`src/rtl/stream_arb2.sv`:
```
// Two-source round-robin packet arbiter with packet-locked grant,
// beat-limit release and one registered valid/ready output stage.
module stream_arb2 #(
  parameter int W         = 8,
  parameter int MAX_BEATS = 16,
  parameter int CNT_W     = 5
) (
  input  logic         clk,
  input  logic         rst,
  input  logic         a_valid,
  input  logic [W-1:0] a_data,
  input  logic         a_last,
  output logic         a_ready,
  input  logic         b_valid,
  input  logic [W-1:0] b_data,
  input  logic         b_last,
  output logic         b_ready,
  output logic         out_valid,
  output logic [W-1:0] out_data,
  output logic         out_last,
  input  logic         out_ready,
  output logic         sel,
  output logic         err_overrun
);

  typedef enum logic [1:0] {
    IDLE,
    GRANT_A,
    GRANT_B
  } state_t;

  localparam logic [CNT_W-1:0] MAX_CNT = CNT_W'(MAX_BEATS);

  state_t           state_q, state_d;
  logic             prio_q, prio_d;
  logic [CNT_W-1:0] cnt_q, cnt_d;
  logic             out_valid_q, out_valid_d;
  logic [W-1:0]     out_data_q, out_data_d;
  logic             out_last_q, out_last_d;
  logic             sel_q, sel_d;
  logic             err_q, err_d;

  logic             room;
  logic             g_valid;
  logic [W-1:0]     g_data;
  logic             g_last;
  logic             g_src;
  logic             xfer;
  logic [CNT_W-1:0] cnt_nxt;

  // The output register may take a new beat when empty or draining.
  assign room = !out_valid_q || out_ready;

  always_comb begin
    state_d     = state_q;
    prio_d      = prio_q;
    cnt_d       = cnt_q;
    out_valid_d = out_valid_q;
    out_data_d  = out_data_q;
    out_last_d  = out_last_q;
    sel_d       = sel_q;
    err_d       = 1'b0;
    a_ready     = 1'b0;
    b_ready     = 1'b0;
    g_valid     = 1'b0;
    g_data      = '0;
    g_last      = 1'b0;
    g_src       = 1'b0;
    xfer        = 1'b0;
    cnt_nxt     = cnt_q + 1'b1;

    unique case (state_q)
      IDLE: begin
        if (a_valid && (!b_valid || !prio_q)) begin
          state_d = GRANT_A;
        end else if (b_valid) begin
          state_d = GRANT_B;
        end
      end
      GRANT_A: begin
        a_ready = room;
        g_valid = a_valid;
        g_data  = a_data;
        g_last  = a_last;
        g_src   = 1'b0;
      end
      GRANT_B: begin
        b_ready = room;
        g_valid = b_valid;
        g_data  = b_data;
        g_last  = b_last;
        g_src   = 1'b1;
      end
      default: state_d = IDLE;
    endcase

    xfer = g_valid && room;

    if (xfer) begin
      out_valid_d = 1'b1;
      out_data_d  = g_data;
      out_last_d  = g_last;
      sel_d       = g_src;
      if (g_last) begin
        state_d = IDLE;
        prio_d  = !g_src;
        cnt_d   = '0;
      end else if (cnt_nxt == MAX_CNT) begin
        // Forced release: source never signalled last in time.
        state_d = IDLE;
        prio_d  = !g_src;
        cnt_d   = '0;
        err_d   = 1'b1;
      end else begin
        cnt_d = cnt_nxt;
      end
    end else if (out_ready) begin
      out_valid_d = 1'b0;
    end
  end

  always_ff @(posedge clk or posedge rst) begin
    if (rst) begin
      state_q     <= IDLE;
      prio_q      <= 1'b0;
      cnt_q       <= '0;
      out_valid_q <= 1'b0;
      out_data_q  <= '0;
      out_last_q  <= 1'b0;
      sel_q       <= 1'b0;
      err_q       <= 1'b0;
    end else begin
      state_q     <= state_d;
      prio_q      <= prio_d;
      cnt_q       <= cnt_d;
      out_valid_q <= out_valid_d;
      out_data_q  <= out_data_d;
      out_last_q  <= out_last_d;
      sel_q       <= sel_d;
      err_q       <= err_d;
    end
  end

  assign out_valid   = out_valid_q;
  assign out_data    = out_data_q;
  assign out_last    = out_last_q;
  assign sel         = sel_q;
  assign err_overrun = err_q;

endmodule

```
`config.mk`:
```
export PLATFORM = sky130hd
export DESIGN_NAME = stream_arb2
export DESIGN_NICKNAME = d
export VERILOG_FILES = /design/src/rtl/stream_arb2.sv
export SDC_FILE = /design/constraint.sdc
export NUM_CORES = 1
export LEC_CHECK = 0
export CAP_MARGIN = 20
export CORE_UTILIZATION = 49
export CTS_BUF_LIST = sky130_fd_sc_hd__clkbuf_2 sky130_fd_sc_hd__clkbuf_4 sky130_fd_sc_hd__clkbuf_8
export DETAILED_ROUTE_END_ITERATION = 8
export HOLD_SLACK_MARGIN = 0.08
export MAX_ROUTING_LAYER = met4
export PLACE_DENSITY = 0.89
export SYNTH_ARGS = -nofsm -noshare
export SYNTH_HDL_FRONTEND = slang
export SYNTH_SLANG_ARGS = --single-unit
```
`constraint.sdc`:
```
create_clock -name clk -period 3.8 [get_ports clk]
set_input_delay 1.14 -clock clk [delete_from_list [all_inputs] [get_ports clk]]
set_output_delay 1.14 -clock clk [all_outputs]
set_load 0.03 [all_outputs]
```
==> summary.md <==
| Metric | Value |
|---|---|
| Psw | `roughly 0.5 mW` |
| DP Area | `~1400 um^2` |
| CTS tree | `done` |
| Setup CP Type | `in -> out` |
| GRT Overall Usage | `between 20% and 30%` |
| Syn_nets | `around 130` |
| Min cycle time layout | `between 3 and 4 ns` |
| Share of power burned in the clock network | `8.5%` |
| Die Span Y | `between 40 and 50 um` |
| Core ar. | `between 1500 and 2000 um^2` |
| Iter 0 DRT Violations | `12` |
| Synth Register Bits | `20` |
| Met2 wire length | `between 1000 and 1500 um` |
| PwrDens | `between 700 and 800 nW/um^2` |
| Metal3 WL | `~160 um` |
| Final ANT Viol Nets | `0` |
| Most used cell, CP | `clkdlybuf4s50_1` |
| Cells along the critical path | `clkdlybuf4s50_1 -> nand2b_1 -> and2_1 -> clkdlybuf4s50_1` |
| DRC | `0` |
| Detailed Routing Iterations Pass 1 | `4` |
| Hold_buf cts | `0` |
| Max-Cap Viols | `0` |
| Final setup skew | `~0.00073 ns` |
| Worst-Margin Slew | `approximately 0.73 ns` |
| Leakage | `0.6270 nW` |
| Gate Count Post-Synth | `approximately 110` |
| Post-CTS sizing | `0` |
| Remaining Overflow, GRT | `0` |
| Fmax achieved | `~0.27 GHz` |
| First-pass GRT wire length | `~3400 um` |
| Seq/Total Area, Yosys | `between 40% and 50%` |
| Root Buffer Master | `clkbuf_4` |
| Unrepaired setup endpoints after global routing | `false` |
| Filler instances | `roughly 160` |
| Crit path max fanout | `5` |
| Design Area, Final | `1413 um^2` |
| Worst skew pair latency | `~0.29 ns` |
| Setup Buffers After CTS | `0` |
| Num CTS Buffers | `3` |
| Pint | `between 0.6 and 0.7 mW` |
| Max Root-Sink Buffers | `2` |
| Row count | `16` |
| Worst hold path type | `reg -> reg` |
| Fin. max-slew vios | `0` |
| Comb power frac | `approximately three fifths` |
| Critical Path AT | `2.55 ns` |
| Crit. End Element | `output port` |
| Initial antenna violation count | `0` |
| Status | `finished clean` |
| IO Count | `37` |
| Most common cell after layout, fill and taps aside | `clkdlybuf4s50_1` |
| Switch share | `roughly 46%` |
| Ys flop type | `dfrtp_1` |
| Vias in the first global route | `between 800 and 900` |
| Synth warn | `0` |
| Largest net degree at the start of global routing | `21` |
| # clock sinks | `20` |
| Ant. Diodes | `0` |
| Wire length on met1 | `979 um` |
| Vias per cell | `roughly 5.5` |
| EDFF count, synth | `0` |
| Starting Density | `approximately 52%` |
| Count of cell types in the netlist | `31` |
| Syn Area/Cell | `roughly 9.7 um^2` |
| Port Buffers | `36` |
| Critical Path RT | `between 2 and 3 ns` |
| Die X | `47.96 um` |
| # nets final | `170` |
| Synth Cell Area | `between 1000 and 1500 um^2` |
| Period utilization | `between 90% and 100%` |
| Routability Congestion | `0.8447` |
| Max incr delay on CP | `~0.66 ns` |
| Synthesis-to-layout area growth | `36.52%` |
| Vias | `just over 900` |
| Setup TNS | `0 ns` |
| Final-report hold violation count | `0` |
| Area of the multi-input gates | `480.5 um^2` |
| Seq pwr share | `between 30% and 40%` |
| Worst-path clk slew | `0.10 ns` |
| Most frequent cells in the layout | `36 x clkdlybuf4s50_1, 20 x dfrtp_1, 17 x nor2_1, 17 x nand2_1, 8 x a221oi_1` |
| Total Routed Length | `roughly 2300 um` |
| FF/Latch Area | `~500 um^2` |
| HPWL after DPL | `around 1700 um` |
| Final setup viols | `0` |
| Slowest-stage cell, CP | `clkdlybuf4s50_1` |
| CP Launch Type | `input pin` |
| Layout cell share with drive strength beyond 1 | `about 5.0%` |
| DR top layer | `met4` |
| Die Footprint | `roughly 2300 um^2` |
| Worst VDD drop | `between 0.0005 and 0.0006 V` |
| H-Tree Depth | `1` |
| Wire per inst | `~14 um` |
| Slew margin rel. | `between 50 and 60%` |
| Post-synth ARST share | `100.0%` |
[critical path: cells and delay by family]
family	cells	cell delay [ns]
simple gates	2	0.31
buf+inv	2	1.10
[final cells by class]
class | instances | area share (%)
inverters | 4 | 1.063
repair buffers | 36 | 25.51
clock buffers | 3 | 1.594
multi-input cells | 78 | 34.01
well taps | 27 | 2.392
flip-flops and latches | 20 | 35.43
[logic make-up after synthesis]
family,synth area share [%]
AOI/OAI and AO/OA,19.23
xor gates and xnor gates,0.8466
adders and majority gates,4.837
buffers and inverters,5.198
DFF,48.37
muxes,0.9674
and+or+nand+nor,20.56
[flip-flops by register name, summed over array words and instances, names as in the netlist]
name	cells
state_q	2
prio_q	1
out_valid	1
out_last	1
out_data	8
sel	1
cnt_q	5
err_overrun	1
[final timing paths]
check                            from  slack, ns           to  depth (start not counted)
min in group asynchronous         rst       1.27  out_data[4]                          2
min reg2reg                  out_last       0.50     out_last                          1
max                         out_ready       0.11      b_ready                          4
max in group asynchronous         rst       2.08     cnt_q[1]                          2
max reg2reg                state_q[0]       1.47     cnt_q[3]                          7
min                          out_last       0.50     out_last                          1
[cell usage after synthesis, drive strengths merged, types with 2 or more instances]
cell type,number,share of area (%)
inv,4,1.5
and2,2,1.2
a31oi,3,2.4
nand2,18,6.8
nor2,17,6.2
a21o,2,1.5
a221oi,8,6.8
ha,4,4.8
a211oi,2,1.5
buf,4,3.4
o21ai,3,1.5
dfrtp,20,48
nand3,5,2.4
nand2b,2,1.2
[stage by stage]
stage	utilization [%]	instances	hold slack [ns]	setup WS, ns	power (mW)
global placement	70.14	165	0.4662	0.1246	1.004
CTS	71.28	168	0.4995	0.1112	1.129
global route	71.28	168	0.5193	0.02952	1.206
floorplan	-	107	0.4972	1.079	0.8225
detailed placement	70.14	165	0.4697	0.1102	1.031
finish	71.28	168	0.5012	0.1064	1.126
[metal layers]
metal  vias up  global-route usage [%]
li1        445                       -
met1       424                   26.79
met2        43                   37.30
met3         6                   3.019
met4         0                   12.78
met5         -                       -
[power by group through the flow]
stage	logic, mW	registers (mW)	clock network [mW]
3_3_place_gp	0.632	0.371	0
5_1_grt	0.713	0.387	0.106
4_1_cts	0.657	0.373	0.0988
3_5_place_dp	0.653	0.378	0
6_report	0.655	0.376	0.0955
2_1_floorplan	0.337	0.486	0
Note: power is estimated with default switching activity, not from simulation.
